===== config.mk =====
export PLATFORM = sky130hd
export DESIGN_NAME = serial_bit_order_rx
export DESIGN_NICKNAME = d
export VERILOG_FILES = /design/src/rtl/serial_bit_order_rx.sv
export SDC_FILE = /design/constraint.sdc
export NUM_CORES = 1
export LEC_CHECK = 0
export BUFFER_PORTS_ARGS = -buffer_cell sky130_fd_sc_hd__buf_2
export CORE_MARGIN = 8
export CORE_UTILIZATION = 51
export DETAILED_ROUTE_END_ITERATION = 8
export PLACE_DENSITY = 0.71
export SYNTH_ARGS = -nofsm -noshare
export SYNTH_HDL_FRONTEND = slang
export SYNTH_SLANG_ARGS = --single-unit

===== constraint.sdc =====
create_clock -name clk -period 2.55 [get_ports clk]
set_input_delay 0 -clock clk [delete_from_list [all_inputs] [get_ports clk]]
set_output_delay 0 -clock clk [all_outputs]
set_load 0.005 [all_outputs]

===== src/rtl/serial_bit_order_rx.sv =====
// Serial-to-parallel receiver that restores per-word bit order (MSB- or LSB-first).
// Optional even-parity bit per word when SERIAL_RX_PARITY_EN is defined.
module serial_bit_order_rx #(
  parameter int unsigned WIDTH = 8,
  parameter int unsigned CNT_W = $clog2(WIDTH + 1)
) (
  input  logic             clk,
  input  logic             rst_n,
  input  logic             sin,
  input  logic             sin_valid,
  output logic             sin_ready,
  input  logic             lsb_first,
  output logic [WIDTH-1:0] dout,
  output logic             dout_valid,
  input  logic             dout_ready,
`ifdef SERIAL_RX_PARITY_EN
  output logic             parity_err,
`endif
  output logic             overrun,
  input  logic             overrun_clr
);

`ifdef SERIAL_RX_PARITY_EN
  localparam int unsigned NBITS = WIDTH + 1;
  localparam int unsigned CW    = CNT_W + 1;
`else
  localparam int unsigned NBITS = WIDTH;
  localparam int unsigned CW    = CNT_W;
`endif

  typedef enum logic {COLLECT = 1'b0, FULL = 1'b1} state_e;

  state_e           state_q, state_d;
  logic [CW-1:0]    cnt_q, cnt_d;
  logic [WIDTH-1:0] shreg_q, shreg_d;
  logic             lsb_q, lsb_d;
  logic [WIDTH-1:0] dout_q, dout_d;
  logic             dout_valid_q, dout_valid_d;
  logic             overrun_q, overrun_d;
  logic             order_c;
  logic [WIDTH-1:0] word_c;
  logic             complete_c;
`ifdef SERIAL_RX_PARITY_EN
  logic             par_q, par_d;
  logic             perr_q, perr_d;
  logic             pbit_c;
`endif

  // State and datapath registers
  always_ff @(posedge clk) begin
    if (!rst_n) begin
      state_q      <= COLLECT;
      cnt_q        <= '0;
      shreg_q      <= '0;
      lsb_q        <= 1'b0;
      dout_q       <= '0;
      dout_valid_q <= 1'b0;
      overrun_q    <= 1'b0;
`ifdef SERIAL_RX_PARITY_EN
      par_q        <= 1'b0;
      perr_q       <= 1'b0;
`endif
    end else begin
      state_q      <= state_d;
      cnt_q        <= cnt_d;
      shreg_q      <= shreg_d;
      lsb_q        <= lsb_d;
      dout_q       <= dout_d;
      dout_valid_q <= dout_valid_d;
      overrun_q    <= overrun_d;
`ifdef SERIAL_RX_PARITY_EN
      par_q        <= par_d;
      perr_q       <= perr_d;
`endif
    end
  end

  // Next-state: assembly, completion, output buffer and overrun
  always_comb begin
    state_d      = state_q;
    cnt_d        = cnt_q;
    shreg_d      = shreg_q;
    lsb_d        = lsb_q;
    dout_d       = dout_q;
    dout_valid_d = dout_valid_q;
    overrun_d    = overrun_q & ~overrun_clr;
    order_c      = lsb_q;
    word_c       = shreg_q;
    complete_c   = 1'b0;
`ifdef SERIAL_RX_PARITY_EN
    par_d        = par_q;
    perr_d       = perr_q;
    pbit_c       = par_q;
`endif

    if (dout_valid_q && dout_ready) dout_valid_d = 1'b0;

    case (state_q)
      COLLECT: begin
        if (sin_valid) begin
          // Order is latched on the first bit and held for the rest of the word
          if (cnt_q == '0) begin
            order_c = lsb_first;
            lsb_d   = lsb_first;
          end
          if (cnt_q < CW'(WIDTH)) begin
            word_c = order_c ? {sin, shreg_q[WIDTH-1:1]} : {shreg_q[WIDTH-2:0], sin};
          end
`ifdef SERIAL_RX_PARITY_EN
          else begin
            pbit_c = sin;
          end
          par_d = pbit_c;
`endif
          shreg_d = word_c;
          if (cnt_q == CW'(NBITS - 1)) begin
            if (!dout_valid_q || dout_ready) begin
              complete_c = 1'b1;
              cnt_d      = '0;
            end else begin
              state_d = FULL;
              cnt_d   = CW'(NBITS);
            end
          end else begin
            cnt_d = cnt_q + CW'(1);
          end
        end
      end
      FULL: begin
        if (sin_valid) overrun_d = 1'b1;
        if (dout_ready) begin
          complete_c = 1'b1;
          cnt_d      = '0;
          state_d    = COLLECT;
        end
      end
      default: state_d = COLLECT;
    endcase

    if (complete_c) begin
      dout_d       = word_c;
      dout_valid_d = 1'b1;
`ifdef SERIAL_RX_PARITY_EN
      perr_d       = (^word_c) ^ pbit_c;
`endif
    end
  end

  assign sin_ready  = (state_q == COLLECT);
  assign dout       = dout_q;
  assign dout_valid = dout_valid_q;
  assign overrun    = overrun_q;
`ifdef SERIAL_RX_PARITY_EN
  assign parity_err = perr_q;
`endif

endmodule

==> flow_summary.toml, run 1 <==
[status]
status = "finished, final reports clean"

[setup_path]
cp.required_ns = 2.74
rr_worst_depth = 6
start_kind = "flop"
cp-end-kind = "flop"
setup.worst_path.class = "flop to flop"
crit_arrival_ns = 2.06
cp_max_fo = 8

[routing]
post-route-drc-count = 0
avgRoutedWirePerCell_microns = 15.2
wl_microns = 2620
maxUsedRoutingLayer = "met4"
final_antenna_net_count = 0
dr.pass1.iters = 4
drt-initial-drc-count = 48
routedLengthMet1_microns = 1280
vias = 1021
met2WireLength_microns = 1230
wl_met3_microns = 98
viasPerCell = 5.94

[power_and_ir_drop]
p_per_area_mw_per_mm2 = 499
clkPwrFrac_pct = 28.5
swShare_pct = 25.6
p_leak_nw = 0.528
p_sw_w = 0.000179
p_comb_share_pct = 14.3
seq_power_share_pct = 57.2
ir_drop_mv = 0.359
p_int_w = 0.000519

[logic_synthesis]
synthTopCellsByArea = "dfxtp_1, a221oi_2, nor2b_1, o41ai_1, o211ai_1"
syn_inst = 126
synth-simple-area-share_pct = 18.9
synth_seq_cells = 24
synth_xor_xnor_area_share_pct = 0
synth.yosys.seq_area_share_pct = 38.4
syn_area_sq_mm = 0.00125
avgSynthCellArea_sq_um = 9.93
synthMuxAreaShare_pct = 1.60
yosys_warnings = 0
synth.largest_area_cell = "dfxtp_1"
synth.distinct_cells = 32
ys_dominant_reg_cell = "dfxtp_1"
synth_fa_ha_area_share_pct = 2.00
synth_edf_count = 0
synthesis.nets = 135
synth_top_family_by_area = "compound AO/OA/AOI/OAI gates"
yosys.area.top_type_share_pct = 38.4
synth-compound-area-share_pct = 33.3
async_reset_ff_share_pct = 0

[timing]
fin_worst_skew_ns = 0.00853
hold_viol_final = 0
finalCriticalPeriod_ns = 1.88
maxSlewHeadroom_pct = 64.9
slew_viol_final = 0
fmax_mhz = 532
fin_tns_setup_ns = 0
tightest_slew_ns = 0.526
setup_viol = 0
min_period_over_period_pct = 73.7
grt_setup_unrepaired = "no"

[worst_hold_path]
min_path_cells = 3
hp-class = "input pin to flop"

[floorplanning]
num_rows = 18
initial_core_util_pct = 51.9
die_h_microns = 65.5
ioPinCount = 18
die_w_microns = 65.5
die_area_sq_mm = 0.00429
core_sq_mm = 0.00241

[clocking]
cts_tree = "done"
clk_latency_ns = 0.31
numClockSinks = 24
cts_buffers = 3
clk_path_buf_depth = 2
cts-root-buf = "clkbuf_4"
cts_resized = 0
postCtsSetupBuffers = 0
h-tree-depth = 1
clk_transition_reported_paths_ns = 0.13

[global_route]
grt_usage_pct = 13.3
grt_max_degree = 25
grt_pass1_wl_microns = 4660
grt_pass1_vias = 1017
grt_overflow = 0
antenna_found_initial = 0

[layout]
diodes = 0
area_growth_pct = 11.9
final_common_cell = "dfxtp_1"
final_nets = 152
mostFrequentLayoutCells = "dfxtp_1, buf_2, nor2b_1, o21ai_0"
drive_gt1_share_pct = 26.1
stdcell_area_sq_mm = 0.00140

[place]
place_area_sq_mm = 0.00132
port_buffers = 17
gp_congestion = 0.768
dp_hpwl_microns = 1880

[flow_run]
cap_violations = 0
-- kinds of logic (layout without fill, tap and decap cells) --
logic type | Yosys count | after routing
flops | 24 | 24
simple gates | 37 | 37
fa+ha+maj | 2 | 2
compound gates | 47 | 47
mux | 2 | 2
buf+inv | 14 | 30
-- timing repair --
item	4_1_cts	5_1_grt
hold endpoints to repair	4	0
endpoints found under the setup margin	0	0
hold buffers	4	0
-- layer usage --
metal / track usage (%) / up-vias
li1: - / 509
met1: 16.3 / 491
met2: 22.3 / 19
met3: 3.06 / 2
met4: 4.36 / 0
met5: 0 / -
-- sequential cells by signal, indices dropped and copies added, names as in the netlist --
| signal | count |
|---|---|
| dout | 8 |
| shreg_q | 8 |
| cnt_q | 4 |
| dout_valid | 1 |
| lsb_q | 1 |
| overrun | 1 |
| state_q | 1 |
-- cells in the mapped netlist, types with 2 or more instances --
| cell type | n |
|---|---|
| dfxtp_1 | 24 |
| nor2b_1 | 12 |
| nand2_1 | 4 |
| o41ai_1 | 8 |
| o211ai_1 | 9 |
| ha_1 | 2 |
| a221oi_2 | 8 |
| clkbuf_1 | 4 |
| a21oi_1 | 3 |
| mux2i_1 | 2 |
| a21boi_0 | 3 |
| buf_6 | 2 |
| nor2_1 | 9 |
| inv_1 | 4 |
| nand2b_1 | 3 |
| buf_1 | 2 |
| nor3b_1 | 2 |
| o21ai_0 | 11 |
-- worst paths after layout --
path | from | to | slack (ns)
setup / recovery | cnt_q[0] | dout[7] | 0.67
setup reg to reg | cnt_q[0] | dout[7] | 0.67
hold reg to reg | overrun | overrun | 0.48
hold / removal | sin_valid | overrun | 0.003
-- worst max-delay path: stages, from the launching register on --
cell      delay (ns)
dfxtp_1         0.38
inv_1           0.07
ha_1            0.15
or3b_4          0.41
a21o_4          0.28
a221oi_2        0.35
o41ai_1         0.12
-- cell type report --
cell class / instances / area (sq um)
fill: 217 / 1010
multi-input combinational: 88 / 698
sequential: 24 / 480
timing repair buffer: 22 / 133
tap: 30 / 37.5
clock buffer: 4 / 36.3
inverter: 4 / 15.0
-- power groups by stage --
stage / logic (W) / clock network [W] / registers (W)
after floorplan: 0.0000761 / 0 / 0.000404
after global placement: 0.0000926 / 0 / 0.000407
after detailed placement: 0.0000955 / 0 / 0.000408
after CTS: 0.000100 / 0.000206 / 0.000400
after global routing: 0.000110 / 0.000221 / 0.000402
final: 0.000100 / 0.000199 / 0.000400
-- metrics by stage --
step | hold slack [ns] | utilization (%) | worst slack [ns] | power, W | cells
after global routing | 0.0104 | 58.1 | 0.551 | 0.000734 | 172
after CTS | 0.0116 | 58.1 | 0.652 | 0.000706 | 172
after global placement | 0.266 | 54.9 | 0.715 | 0.000500 | 164
after floorplan | 0.0761 | - | 0.836 | 0.000480 | 126
final | 0.00350 | 58.1 | 0.672 | 0.000698 | 172
after detailed placement | 0.280 | 54.9 | 0.664 | 0.000503 | 164
No activity file was read; power rests on OpenSTA's default activity.
==> inputs of run 2 (changes only) <==
--- a/config.mk
+++ b/config.mk
@@ -7,9 +7,9 @@
 export LEC_CHECK = 0
 export BUFFER_PORTS_ARGS = -buffer_cell sky130_fd_sc_hd__buf_2
 export CORE_MARGIN = 8
-export CORE_UTILIZATION = 51
+export CORE_UTILIZATION = 50
 export DETAILED_ROUTE_END_ITERATION = 8
-export PLACE_DENSITY = 0.71
+export PLACE_DENSITY = 0.73
 export SYNTH_ARGS = -nofsm -noshare
 export SYNTH_HDL_FRONTEND = slang
 export SYNTH_SLANG_ARGS = --single-unit
==> constraint.sdc (replaced) <==
create_clock -name clk -period 1.7 [get_ports clk]
set_input_delay 0 -clock clk [delete_from_list [all_inputs] [get_ports clk]]
set_output_delay 0 -clock clk [all_outputs]
set_load 0.005 [all_outputs]
==> run 2 against run 1 <==
Net effect:
- the flow now finishes with violations (setup timing)
- critical path depth unchanged
- routed wire length rose by 9.2%
- maximum frequency grew 4.3%
- sequential cell count stayed put
- clock skew increased by 0.0021 ns
- sequential power is 50% higher
- power up 56%
- largest power group unchanged
==> flow_summary.toml, run 2 (synthesis results as in run 1) <==
[layout]
fillers = 196
mostFrequentLayoutCells = "dfxtp_1, buf_2, nor2b_1, o21ai_0"
final_common_cell = "dfxtp_1"
seq_area_sq_um = 483
area_growth_pct = 23.6
diodes = 0
drive_gt1_share_pct = 34.4
multiInputGateArea_sq_um = 759
final_nets = 161
final-instance-count-excl-fill = 181
post-route-util_pct = 63.6

[timing]
tightest_slew_ns = 1.11
finalCriticalPeriod_ns = 1.80
layout_setup_ws_ns = -0.101
maxSlewHeadroom_pct = 25.9
min_period_over_period_pct = 106
fin_worst_skew_ns = 0.0106
hold_viol_final = 0
fmax_mhz = 555
grt_setup_unrepaired = "yes"
setup_viol = 13
slew_viol_final = 0

[setup_path]
crit_path_end = "dout[0]"
slowest_delay_ns = 0.40
crit_family = "compound AO/OA/AOI/OAI gates"
reg2reg_slack_ns = -0.10
cp.required_ns = 1.88
worst-path-stages = 6
setup.worst_path.class = "flop to flop"
cp_max_fo = 8
reg2reg_from = "cnt_q[1]"
rr_worst_depth = 6
start_kind = "flop"
cp-end-kind = "flop"
crit_arrival_ns = 1.99
cp-startpoint = "cnt_q[1]"
worstPathCellList = "inv_2, ha_4, or3b_4, a21o_4, a221oi_4, o41ai_1"
reg2reg_to = "dout[0]"
cp_slowest_cell = "or3b_4"
crit_buf_inv = 1

[routing]
post-route-drc-count = 0
drt-initial-drc-count = 39
final_antenna_net_count = 0
dr.pass1.iters = 4
viasPerCell = 5.91
avgRoutedWirePerCell_microns = 15.8
wl_microns = 2860
vias = 1069

[flow_run]
cap_violations = 0

[global_route]
antenna_found_initial = 0
grt_max_degree = 25
grt_pass1_wl_microns = 4990
grt_pass1_vias = 1084
grt_usage_pct = 14.5
grt_overflow = 0

[clocking]
clk_latency_ns = 0.32
cts_buffers = 3
cts-root-buf = "clkbuf_4"
cts_tree = "done"
clk_transition_reported_paths_ns = 0.13
h-tree-depth = 1
clk_path_buf_depth = 2
numClockSinks = 24

[power_and_ir_drop]
ir_drop_mv = 0.667
p_per_area_mw_per_mm2 = 702
p_leak_nw = 0.595

[place]
dp_slack_ns = -0.146
gp_congestion = 0.818
dp_cells = 172
dp_hpwl_microns = 1960
port_buffers = 17

[floorplanning]
die_w_microns = 66.0
core_sq_mm = 0.00243
die_h_microns = 66.0
die_area_sq_mm = 0.00436
initial_core_util_pct = 51.4
ioPinCount = 18
num_rows = 18

[status]
status = "complete, but fails checks"
violations = "setup timing"

[worst_hold_path]
hp-class = "input pin to flop"
==> run 2: metrics by stage <==
stage / power, W / instance area [sq um] / hold WS [ns] / setup TNS [ns]
4_1_cts: 0.00109 / 1550 / 0.0485 / -0.761
6_report: 0.00109 / 1550 / 0.0523 / -0.672
2_1_floorplan: 0.000720 / 1250 / 0.0761 / 0
3_3_place_gp: 0.000759 / 1400 / 0.266 / -0.370
3_5_place_dp: 0.000763 / 1400 / 0.285 / -0.953
5_1_grt: 0.00115 / 1550 / 0.0819 / -1.87
==> run 2: final cells by class <==
cell class / instances / area share (%)
multi-input cells: 88 / 49.1
flip-flops and latches: 24 / 31.2
repair buffers: 31 / 13.9
well taps: 30 / 2.43
clock buffers: 4 / 2.35
inverters: 4 / 0.971
==> run 2: per-layer routing <==
layer | vias up | GRT usage, % | wire length (microns)
met5 | - | 0 | 0
met4 | 0 | 5.60 | 41
met3 | 6 | 3.22 | 84
met2 | 14 | 24.0 | 1410
met1 | 522 | 17.8 | 1330
li1 | 527 | - | -
==> run 2: worst min-delay path by stage <==
stage	from	to	cells after the start
6_report	sin_valid	cnt_q[2]	4
3_5_place_dp	dout_ready	state_q	2
4_1_cts	sin_valid	cnt_q[2]	4
2_1_floorplan	dout_ready	state_q	1
5_1_grt	sin_valid	cnt_q[2]	4
3_3_place_gp	dout_ready	state_q	2
==> run 2: where the power goes <==
part / switching, W / internal, W
Clock: 0.000174 / 0.000131
Sequential: 0.0000172 / 0.000582
Combinational: 0.0000972 / 0.0000848
==> run 2: worst register-to-register path: stages (launching register included) <==
cell	delay, ns
dfxtp_2	0.34
inv_2	0.06
ha_4	0.13
or3b_4	0.40
a21o_4	0.29
a221oi_4	0.32
o41ai_1	0.11
==> run 2: timing repair <==
| action | in CTS | in global routing |
|---|---|---|
| pin swaps | 24 | 1 |
| buffers inserted | 0 | 0 |
| hold buffers | 5 | 0 |
| setup endpoints to repair | 16 | 16 |
| resized for setup | 11 | 0 |
| endpoints found under the hold margin | 4 | 0 |
==> inputs of run 3 (changes only) <==
--- a/config.mk
+++ b/config.mk
@@ -7,9 +7,9 @@
 export LEC_CHECK = 0
 export BUFFER_PORTS_ARGS = -buffer_cell sky130_fd_sc_hd__buf_2
 export CORE_MARGIN = 8
-export CORE_UTILIZATION = 50
+export CORE_UTILIZATION = 51
 export DETAILED_ROUTE_END_ITERATION = 8
-export PLACE_DENSITY = 0.73
+export PLACE_DENSITY = 0.71
 export SYNTH_ARGS = -nofsm -noshare
 export SYNTH_HDL_FRONTEND = slang
 export SYNTH_SLANG_ARGS = --single-unit
==> constraint.sdc (replaced) <==
create_clock -name clk -period 1.9 [get_ports clk]
set_input_delay 0 -clock clk [delete_from_list [all_inputs] [get_ports clk]]
set_output_delay 0 -clock clk [all_outputs]
set_load 0.005 [all_outputs]
==> run 3 against run 2 <==
Net effect:
- the flow now finishes without violations
- worst hold slack gained 0.025 ns
- maximum frequency shrank 2.7%
- non-clock buffer count shrank 4
- global-route usage shrank 1.9 points
- via count shrank 3.3%
- routed wire length shrank 2.9%
- register-to-register slack gained 0.15 ns
- core utilization grew 1.3 points
- cell area grew 1.1%
- power shrank 0.26%
- clock-buffer cell count shrank 1
- largest cell class unchanged
==> flow_summary.toml, run 3 (synthesis results as in run 1) <==
[flow_run]
cap_violations = 0

[timing]
fin_worst_skew_ns = 0.0113
min_period_over_period_pct = 97.4
tightest_slew_ns = 1.18
setup_viol = 0
fmax_mhz = 540
hold_viol_final = 0
finalCriticalPeriod_ns = 1.85
slew_viol_final = 0
maxSlewHeadroom_pct = 21.0

[routing]
viasPerCell = 5.84
avgRoutedWirePerCell_microns = 15.7
wl_microns = 2780
final_antenna_net_count = 0
dr.pass1.iters = 4
post-route-drc-count = 0
vias = 1034
drt-initial-drc-count = 53

[global_route]
grt_max_degree = 25
grt_pass1_wl_microns = 4490
antenna_found_initial = 0
grt_overflow = 0
grt_usage_pct = 12.6
grt_pass1_vias = 985

[setup_path]
cp-end-kind = "flop"
cp_max_fo = 8
reg2reg_from = "cnt_q[1]"
start_kind = "flop"
cp_slowest_cell = "or3b_4"
setup.worst_path.class = "flop to flop"
cp-startpoint = "cnt_q[1]"
cp.required_ns = 2.09
worstPathCellList = "inv_2, ha_2, or3b_4, a21o_4, a221oi_2, o41ai_1"
crit_arrival_ns = 2.04
slowest_delay_ns = 0.41

[layout]
final_common_cell = "dfxtp_1"
mostFrequentLayoutCells = "dfxtp_1, buf_2, nor2b_1, o21ai_0"
diodes = 0
post-route-util_pct = 64.8
stdcell_area_sq_mm = 0.00156
multiInputGateArea_sq_um = 802
seq_area_sq_um = 483
final_nets = 157
drive_gt1_share_pct = 33.3
area_growth_pct = 24.9
fillers = 188

[power_and_ir_drop]
p_per_area_mw_per_mm2 = 693
p_leak_nw = 0.586
ir_drop_mv = 0.544

[floorplanning]
initial_core_util_pct = 51.9
core_sq_mm = 0.00241
die_h_microns = 65.5
ioPinCount = 18
die_w_microns = 65.5
num_rows = 18
die_area_sq_mm = 0.00429

[worst_hold_path]
hp-start = "sin_valid"
hp-class = "input pin to flop"

[clocking]
h-tree-depth = 1
numClockSinks = 24
clk_latency_ns = 0.32
cts_buffers = 3
clk_transition_reported_paths_ns = 0.14
cts_tree = "done"
cts-root-buf = "clkbuf_4"
clk_path_buf_depth = 2

[place]
port_buffers = 17
place_area_sq_mm = 0.00135
dp_hpwl_microns = 1900
gp_congestion = 0.758

[status]
status = "finished, final reports clean"
==> run 3: cell count changes in the layout (fill, tap and decap cells not counted), sizes merged <==
| cell | previous run | this run |
|---|---|---|
| buf | 26 | 22 |
| bufinv | 0 | 1 |
| clkbuf | 4 | 3 |
==> run 3: through the flow <==
stage,setup TNS [ns],hold slack (ns),power (W),setup WS [ns],cells
floorplan,0,0.0761,0.000645,0.186,126
finish,0,0.0774,0.00108,0.0488,177
detailed placement,0,0.280,0.000683,0.0737,168
CTS,0,0.0753,0.00105,0.0418,177
global placement,0,0.266,0.000678,0.106,168
global route,-0.0756,0.112,0.00112,-0.0292,177
==> run 3: final timing paths <==
kind	slack, ns	depth (start not counted)	to
worst max-delay path	0.05	6	dout[2]
worst max register to register	0.05	6	dout[2]
worst min-delay path	0.08	4	cnt_q[2]
worst min register to register	0.53	2	dout[6]
==> run 3: where the power goes <==
group	leakage, nW	total [W]	internal (W)	switching [W]
sequential	0.196	0.000539	0.000521	0.0000183
combinational	0.361	0.000174	0.0000799	0.0000943
clock	0.0279	0.000370	0.000213	0.000157
total	0.586	0.00108	0.000814	0.000270
==> run 3: final cells by class <==
| cell class | instances | share of cell area (%) |
|---|---|---|
| Multi-Input combinational cell | 88 | 51.3 |
| Sequential cell | 24 | 30.9 |
| Timing Repair Buffer | 27 | 11.0 |
| Tap cell | 30 | 2.40 |
| Clock inverter | 1 | 1.92 |
| Clock buffer | 3 | 1.44 |
| Inverter | 4 | 0.961 |
==> run 3: metal layers <==
layer,up-vias,part of all wire (%),GRT usage [%]
li1,519,-,-
met1,496,47,15.2
met2,15,49,20.9
met3,4,2.9,2.89
met4,0,1.2,5.72
met5,-,0,0
==> run 3: critical path, delay by kind of cell (launching register included) <==
kind                       cells  cell delay, ns
AOI/OAI and AO/OA              3            0.76
and+or+nand+nor                1            0.41
DFF                            1            0.35
adders and majority gates      1            0.16
buffers and inverters          1            0.04
==> run 3: repair_timing <==
action / 4_1_cts / 5_1_grt
setup buffers: 0 / 0
endpoints found under the hold margin: 4 / 0
hold buffers: 5 / 0
resized for setup: 0 / 15
endpoints found under the setup margin: 0 / 7
